[src/rtl/rej_ntt_poly_sampler.sv]
// Purpose: RejNTTPoly rejection sampler; turns a SHAKE128 byte stream seeded by rho into N coefficients < Q.
// Latency: start -> xof_start 2 cycles; last coefficient write -> done 1 cycle; 3 bytes evaluated per cycle.
// Backpressure: xof_ready only while fewer than 3 bytes are buffered; unaccepted XOF words are simply held by the source.
//
// Ports:
//   clk, rst          rising-edge clock, asynchronous active-high reset
//   start / rho       1-cycle start pulse and 34-byte seed (byte 32 = column l, byte 33 = row k)
//   done              1-cycle pulse once all N coefficients have been written
//   xof_start/_seed   absorb request to the XOF core with a registered copy of rho
//   xof_stop          abandon the current squeeze (issued together with done)
//   xof_valid/_ready  squeeze word handshake, xof_data byte 0 = [7:0] is earliest in the stream
//   coeff_we/_addr/_wdata  registered poly RAM write port
module rej_ntt_poly_sampler #(
    parameter int REJ_NTT_POLY_SEED = 272,
    parameter int N                 = 256,
    parameter int COEFF_WIDTH       = 24,
    parameter int Q                 = 8380417,
    parameter int DATA_IN_BITS      = 64
) (
    input  logic                         clk,
    input  logic                         rst,
    input  logic                         start,
    input  logic [REJ_NTT_POLY_SEED-1:0] rho,
    output logic                         done,
    output logic                         xof_start,
    output logic [REJ_NTT_POLY_SEED-1:0] xof_seed,
    output logic                         xof_stop,
    input  logic                         xof_valid,
    input  logic [DATA_IN_BITS-1:0]      xof_data,
    output logic                         xof_ready,
    output logic                         coeff_we,
    output logic [7:0]                   coeff_addr,
    output logic [COEFF_WIDTH-1:0]       coeff_wdata
);

    localparam int BYTES_IN = DATA_IN_BITS / 8;
    // Up to 2 leftover bytes plus one full word.
    localparam int BUF_W    = DATA_IN_BITS + 16;
    localparam int CNT_W    = $clog2(BYTES_IN + 3);
    localparam logic [23:0] Q_L    = 24'(Q);
    localparam logic [7:0]  LAST_J = 8'(N - 1);

    typedef enum logic [1:0] {
        ST_IDLE,
        ST_SEED,
        ST_SAMPLE,
        ST_FINISH
    } state_t;

    state_t                         state_q, state_d;
    logic [BUF_W-1:0]               byte_buf_q, byte_buf_d;
    logic [CNT_W-1:0]               cnt_q, cnt_d;
    logic [7:0]                     j_q, j_d;
    logic [REJ_NTT_POLY_SEED-1:0]   xof_seed_q, xof_seed_d;
    logic                           xof_start_q, xof_start_d;
    logic                           xof_stop_q, xof_stop_d;
    logic                           done_q, done_d;
    logic                           coeff_we_q, coeff_we_d;
    logic [7:0]                     coeff_addr_q, coeff_addr_d;
    logic [COEFF_WIDTH-1:0]         coeff_wdata_q, coeff_wdata_d;

    logic                           have_cand;
    logic [23:0]                    cand;
    logic [BUF_W-1:0]               word_ext;

    // Candidate always comes from the 3 oldest bytes; bit 23 (MSB of b2) is dropped.
    assign have_cand = (cnt_q >= CNT_W'(3));
    assign cand      = {1'b0, byte_buf_q[22:0]};
    // New word lands directly above the bytes already held.
    assign word_ext  = BUF_W'(xof_data) << {cnt_q, 3'b000};

    assign xof_ready   = (state_q == ST_SAMPLE) && !have_cand;
    assign done        = done_q;
    assign xof_start   = xof_start_q;
    assign xof_seed    = xof_seed_q;
    assign xof_stop    = xof_stop_q;
    assign coeff_we    = coeff_we_q;
    assign coeff_addr  = coeff_addr_q;
    assign coeff_wdata = coeff_wdata_q;

    always_comb begin
        state_d       = state_q;
        byte_buf_d    = byte_buf_q;
        cnt_d         = cnt_q;
        j_d           = j_q;
        xof_seed_d    = xof_seed_q;
        xof_start_d   = 1'b0;
        xof_stop_d    = 1'b0;
        done_d        = 1'b0;
        coeff_we_d    = 1'b0;
        coeff_addr_d  = coeff_addr_q;
        coeff_wdata_d = coeff_wdata_q;

        if (start) begin
            // A restart abandons whatever run is in flight, including a pending done.
            xof_seed_d = rho;
            byte_buf_d = '0;
            cnt_d      = '0;
            j_d        = '0;
            state_d    = ST_SEED;
        end else begin
            case (state_q)
                ST_IDLE: begin
                end
                ST_SEED: begin
                    xof_start_d = 1'b1;
                    state_d     = ST_SAMPLE;
                end
                ST_SAMPLE: begin
                    if (!have_cand) begin
                        if (xof_valid) begin
                            byte_buf_d = byte_buf_q | word_ext;
                            cnt_d      = cnt_q + CNT_W'(BYTES_IN);
                        end
                    end else begin
                        // Bytes are consumed whether or not the candidate is kept.
                        byte_buf_d = byte_buf_q >> 24;
                        cnt_d      = cnt_q - CNT_W'(3);
                        if (cand < Q_L) begin
                            coeff_we_d    = 1'b1;
                            coeff_addr_d  = j_q;
                            coeff_wdata_d = COEFF_WIDTH'(cand);
                            j_d           = j_q + 8'd1;
                            if (j_q == LAST_J) begin
                                state_d = ST_FINISH;
                            end
                        end
                    end
                end
                ST_FINISH: begin
                    done_d     = 1'b1;
                    xof_stop_d = 1'b1;
                    byte_buf_d = '0;
                    cnt_d      = '0;
                    state_d    = ST_IDLE;
                end
                default: begin
                    state_d = ST_IDLE;
                end
            endcase
        end
    end

    always_ff @(posedge clk or posedge rst) begin
        if (rst) begin
            state_q       <= ST_IDLE;
            byte_buf_q    <= '0;
            cnt_q         <= '0;
            j_q           <= '0;
            xof_seed_q    <= '0;
            xof_start_q   <= 1'b0;
            xof_stop_q    <= 1'b0;
            done_q        <= 1'b0;
            coeff_we_q    <= 1'b0;
            coeff_addr_q  <= '0;
            coeff_wdata_q <= '0;
        end else begin
            state_q       <= state_d;
            byte_buf_q    <= byte_buf_d;
            cnt_q         <= cnt_d;
            j_q           <= j_d;
            xof_seed_q    <= xof_seed_d;
            xof_start_q   <= xof_start_d;
            xof_stop_q    <= xof_stop_d;
            done_q        <= done_d;
            coeff_we_q    <= coeff_we_d;
            coeff_addr_q  <= coeff_addr_d;
            coeff_wdata_q <= coeff_wdata_d;
        end
    end

endmodule
[config.mk]
export PLATFORM = sky130hd
export DESIGN_NAME = rej_ntt_poly_sampler
export DESIGN_NICKNAME = d
export VERILOG_FILES = /design/src/rtl/rej_ntt_poly_sampler.sv
export SDC_FILE = /design/constraint.sdc
export NUM_CORES = 1
export LEC_CHECK = 0
export ABC_AREA = 1
export CAP_MARGIN = 20
export CORE_AREA = 2 2 255 257
export DETAILED_ROUTE_END_ITERATION = 10
export DIE_AREA = 0 0 257 259
export HOLD_SLACK_MARGIN = 0.1
export PLACE_DENSITY = 0.52
export SKIP_LAST_GASP = 1
export SLEW_MARGIN = 20
export SYNTH_ARGS = -nofsm -noshare
export SYNTH_HDL_FRONTEND = slang
export SYNTH_SLANG_ARGS = --single-unit
[constraint.sdc]
create_clock -name clk -period 19.33 [get_ports clk]
set_clock_uncertainty 0.1 [all_clocks]
set_input_delay 3.866 -clock clk [delete_from_list [all_inputs] [get_ports clk]]
set_output_delay 3.866 -clock clk [all_outputs]
set_load 0.005 [all_outputs]
==> results.md, run 1 <==
* Fin crit share at between 30% and 40%
* Max-slew violation total from the final report at 0
* WP data required at roughly 20,000 ps
* Initial Util at 27.8%
* DR vias at roughly 17,000
* Worst skew pair latency at 590 ps
* Leakage at 0.0127 uW
* Vias in the first global route at 17,000
* Rel. slew slack at 28.4%
* Syn nets at 2,610
* Worst Tran Pin Value at 1070 ps
* Sequential area share after synthesis at a little under three fifths
* DR DRC count at 0
* RSZ-0062 raised after global routing: false
* Cts repair resizes at 0
* Most frequent cell after synthesis: nand2_1
* I/O Pins at 649
* Final hold vios at 0
* Core area at 0.0639 mm^2
* Avg Inst Size Synth at a little under 8 um^2
* Share of cells above drive strength 1 at 4.06%
* Post-Route WL at roughly 73,000 um
* Root Driver: clkbuf_16
* DIE AREA at 0.0666 mm^2
* Chip Height at between 200 and 300 um
* Cell Pwr Density at between 90 and 100 mW/mm^2
* Global placer's final weighted congestion at 0.883
* Initial antenna violation count at 20
* Final instance area at 0.0263 mm^2
* YS warnings at 0
* Post-route ant nets at 0
* Worst Setup Path Type: in2async
* GR Util met1 at ~26%
* Register bit count reported by yosys at 397
* Global-route wire length before repair at 108,000 um
* Worst min path class: reg2reg
* Die width at 257 um
* Dominant synthesized flop cell: dfrtp_1
* CTS Hold Bufs at 0
* Area leader, netlist: dfrtp_1
* Pin count of the biggest net entering global routing at 120
* Dpl hpwl at about 55,000 um
* Iter 0 DRT Violations at 1,266
* GR peak layer: met2
* Multi-input logic area at roughly 0.0068 mm^2
* H-tree Lvls at 2
* Port Buffers at 647
* CTS buffer count at 46
* Fillers at 6,417
* Final setup TNS at 0 ps
* Library cells used by synthesis at 34
* Worst hold margin at 368 ps
* Drt pass-1 iters at 7
* Largest fanout on the critical path at 119
* Register area at approximately 0.0099 mm^2
* Post-synth ARST share at 100%
* Fmax at 145 MHz
* Post-Syn Instances at 2,268
* CTS clk-pin slew, worst paths at 60 ps
* MaxCap Viol Count at 0
* Tot Pwr at ~2500 uW
* Setup Fix Bufs, Post-CTS at 0
* Number of flops mapped to enable cells by yosys at 0
* Worst setup EP type: async pin
* Setup Viol. Count Final at 0
* Grt met2 use at between 30% and 40%
* CTS tree: built
* Nets at 3,193
* Clk sinks at just under 400
* Synth top area share at 56.0%
* Overall Global Routing Usage at 21.4%
* Min cycle time layout at 6890 ps
* Num rows at 93
* Routed WL per cell at 19.6 um
* Peak supply drop at 0.0541 mV
* List of most frequent post-synthesis cells: 1,159 x nand2_1, 397 x dfrtp_1, 127 x nand3_1, 118 x nor2_1, 88 x inv_1
* Grt met3 use at 7.86%
* Run status: finished, final reports clean
* Area contributors post-synth: dfrtp_1 56%, nand2_1 25%, nand3_1 3.6%
* Dpl cell area at 0.0248 mm^2
* Worst Path Arrival at 7400 ps
* Layout area overhead at 48.5%
* Startpoint class of the critical path: input pin
* Cell area after synthesis at 0.0177 mm^2
* Congestion Overflow GR at 0
* Vias per inst at 4.56
* Clock buffer depth at 3
## metal layers
metal  wire (um)  share of wire (%)  vias up
met5          48              0.065        -
met1       29400                 40     8155
li1            -                  -     8207
met4        2620                3.6        8
met2       34700                 47      626
met3        6630                9.0      128
## area by class of cell
cell class	instances	share of cell area, %
Inverter	97	1.45
Antenna cell	14	0.133
Sequential cell	397	37.7
Multi-Input combinational cell	1645	25.8
Clock inverter	17	0.727
Timing Repair Buffer	664	25.2
Clock buffer	63	4.96
Tap cell	855	4.06
## cell families after synthesis
family / after synthesis / synth area share [%]
other: 1 / 0.0211
XOR/XNOR: 3 / 0.148
AO/OA/AOI/OAI: 210 / 6.11
flip-flops: 397 / 56.0
adder cells (fa/ha/maj): 2 / 0.141
AND/OR/NAND/NOR: 1429 / 31.8
buffers and inverters: 226 / 5.75
## state kept, by name (all words and copies together), names as in the netlist
name	cells
byte_buf_q	77
cnt_q	4
coeff_addr	8
coeff_wdata	23
coeff_we	1
done	1
j_q	8
state_q	2
xof_seed	272
xof_start	1
## critical path, cell delays in order
cell	delay, ps
clkdlybuf4s50_1	510
inv_8	590
buf_6	650
buf_4	790
buf_4	730
## per-stage QoR
| stage | cells | setup WS [ps] | utilization, % |
|---|---|---|---|
| CTS | 3738 | 11980 | 41.1 |
| finish | 3752 | 12440 | 41.2 |
| detailed placement | 3658 | 11340 | 38.8 |
| global placement | 3658 | 11460 | 38.8 |
| floorplan | 2268 | 4320 | - |
| global route | 3752 | 11900 | 41.2 |
## where the power goes
part	switching [uW]	leakage, uW	internal, uW
sequential	66.9	0.00499	939
combinational	371	0.00700	288
clock	361	0.000736	512
## worst paths after layout
path                               start              to  slack [ps]  depth (start not counted)
setup / recovery                     rst    xof_seed[37]       12440                          5
hold / removal             xof_seed[147]   xof_seed[147]         370                          2
setup reg to reg                cnt_q[0]  byte_buf_q[39]       16220                         10
hold reg to reg            xof_seed[147]   xof_seed[147]         370                          2
max in group clk                cnt_q[0]       xof_ready       12740                          6
min in group asynchronous            rst    xof_seed[81]        3750                          2
## layout by cell type, fill, tap and decap left out, types with 3 or more instances in the layout
| master | count |
|---|---|
| clkbuf_8 | 7 |
| inv_2 | 7 |
| nor2_4 | 5 |
| clkinv_2 | 9 |
| inv_1 | 87 |
| o21ai_1 | 37 |
| xor2_1 | 3 |
| a21oi_1 | 77 |
| buf_4 | 13 |
| clkbuf_1 | 9 |
| o21a_1 | 7 |
| buf_6 | 4 |
| clkdlybuf4s50_1 | 646 |
| o21ai_0 | 86 |
| dfrtp_1 | 395 |
| nor2_1 | 117 |
| diode_2 | 14 |
| clkbuf_16 | 47 |
| nand3_1 | 127 |
| bufinv_16 | 3 |
| nor2_2 | 3 |
| nand4_1 | 6 |
| nand2_1 | 1159 |
| nor3_1 | 4 |
No activity file was read; power rests on OpenSTA's default activity.
==> run 2: changes to the inputs <==
==> constraint.sdc (replaced) <==
create_clock -name clk -period 6.7 [get_ports clk]
set_clock_uncertainty 0.1 [all_clocks]
set_input_delay 1.34 -clock clk [delete_from_list [all_inputs] [get_ports clk]]
set_output_delay 1.34 -clock clk [all_outputs]
set_load 0.005 [all_outputs]
==> results.md, run 2 (synthesized netlist as in run 1, its figures left out) <==
* Core area at 0.0639 mm^2
* Min cycle time layout at 4040 ps
* I/O Pins at 649
* Routed WL per cell at ~19 um
* Inst Count DP at 3,655
* Most frequent cells in the layout: 1,159 x nand2_1, 646 x clkdlybuf4s50_1, 396 x dfrtp_1, 127 x nand3_1, 118 x nor2_1
* Worst setup EP type: primary output
* Pin count of the biggest net entering global routing at 200
* Final hold vios at 0
* Chip Height at around 260 um
* Worst Path Buf+Inv at 3
* Largest register FFs at between 200 and 300
* Net Sw Power at approximately 2300 uW
* Peak supply drop at between 0.15 and 0.2 mV
* Share of cells above drive strength 1 at between 4 and 5%
* Combinational share of power at 25.6%
* Worst setup margin at 2660 ps
* Nets at 3,191
* Post-route ant nets at 0
* Cts repair resizes at 0
* Root Driver: clkbuf_16
* Dpl hpwl at 54,000 um
* Global-route wire length before repair at 108,000 um
* Worst path cell trace: buf_4 > ha_1 > inv_1 > nand2_8 > nor2_4 > clkdlybuf4s50_1
* Pint at 5070 uW
* Layout Cells excl Fill at 3,753
* Setup Fix Bufs, Post-CTS at 0
* Largest fanout on the critical path at 70
* Setup Viol. Count Final at 0
* Worst Path Arrival at about 2600 ps
* Worst Tran Pin Value at 1060 ps
* Leakage at 0.0128 uW
* Worst Setup Path Type: reg2out
* MaxCap Viol Count at 0
* H-tree Lvls at 2
* Power share of the clock group at 35.1%
* CTS buffer count at 47
* Post-Route WL at 73,100 um
* Cell Pwr Density at 280 mW/mm^2
* Fmax at 247 MHz
* Rel. slew slack at 29.1%
* Initial antenna violation count at 20
* Port Buffers at approximately 650
* DR DRC count at 0
* Delay of the slowest critical-path stage at 550 ps
* Fin crit share at 60.3%
* Initial Util at ~28%
* Vias per inst at 4.51
* Num rows at 93
* Run status: finished, final reports clean
* Layout area overhead at 48.9%
* CTS Hold Bufs at 0
* Max-slew violation total from the final report at 0
* CTS tree: built
* DIE AREA at 0.0666 mm^2
* Vias in the first global route at about 17,000
* Place WS at 2350 ps
* Congestion Overflow GR at 0
* RSZ-0062 raised after global routing: false
* Worst min path class: reg2reg
* Global placer's final weighted congestion at 0.882
* Die width at ~260 um
* Iter 0 DRT Violations at 1,177
* Drt pass-1 iters at 6
* Worst skew pair latency at 600 ps
* Startpoint class of the critical path: flop
* Overall Global Routing Usage at 21.4%
* CTS clk-pin slew, worst paths at 50 ps
* Sw Share at around a third
* DR vias at 16,900
* Family with the most delay on the worst path: buffers and inverters
* Reg power frac at 39.3%
* WP data required at between 5000 and 6000 ps
* Slowest-stage cell, CP: clkdlybuf4s50_1
* Clock buffer depth at 3
* Clk sinks at 397
* Most common cell after layout, fill and taps aside: nand2_1
## run 2: cell types whose count changed in the layout (fill, tap and decap cells not counted), sizes merged
cell / delta
inv: +3
buf: -4
clkinvlp: +1
clkbuf: +11
diode: -3
bufinv: -2
clkinv: -5
## run 2: metal layers
metal	routed length, um	track usage, %	vias to the layer above
met4	2790	8.98	16
li1	-	-	8204
met5	106	0	-
met3	6120	6.94	146
met2	34400	34.3	641
met1	29700	26.4	7931
## run 2: cell type report
| type | instances | area [um^2] |
|---|---|---|
| Fill cell | 6458 | 37500 |
| Sequential cell | 397 | 9940 |
| Multi-Input combinational cell | 1645 | 6780 |
| Timing Repair Buffer | 661 | 6640 |
| Clock buffer | 73 | 1440 |
| Tap cell | 855 | 1070 |
| Inverter | 97 | 378 |
| Clock inverter | 14 | 138 |
| Antenna cell | 11 | 27.5 |
## run 2: power by group through the flow
stage | clock network [uW] | registers (uW) | logic [uW]
floorplan | 0 | 2910 | 956
CTS | 2690 | 2910 | 1910
global route | 2780 | 2950 | 2100
detailed placement | 0 | 2940 | 1900
finish | 2600 | 2910 | 1900
global placement | 0 | 2940 | 1900
## run 2: per-stage QoR
step	hold WS [ps]	instance area (um^2)	setup TNS (ps)	total power [uW]	util, %
floorplan	357	17700	-33270	3870	-
global placement	353	24800	0	4840	38.8
detailed placement	357	24800	0	4850	38.8
CTS	372	26400	0	7500	41.3
global route	386	26400	0	7820	41.3
finish	366	26400	0	7400	41.3
## run 2: path summary, 6_finish.rpt
check	cells after the start	endpoint	startpoint	slack, ps
min reg2reg	2	xof_seed[88]	xof_seed[88]	370
min	2	xof_seed[88]	xof_seed[88]	370
max	6	xof_ready	cnt_q[0]	2660
max reg2reg	8	cnt_q[0]	cnt_q[0]	3660
max in group asynchronous	3	xof_seed[181]	rst	4230
min in group asynchronous	2	xof_seed[62]	rst	1080
## run 2: worst register-to-register path: cells and delay by family, from the launching register on
family	cells	cell delay [ps]
and+or+nand+nor	3	890
AOI/OAI and AO/OA	1	260
adders and majority gates	1	330
buffers and inverters	3	990
DFF	1	380
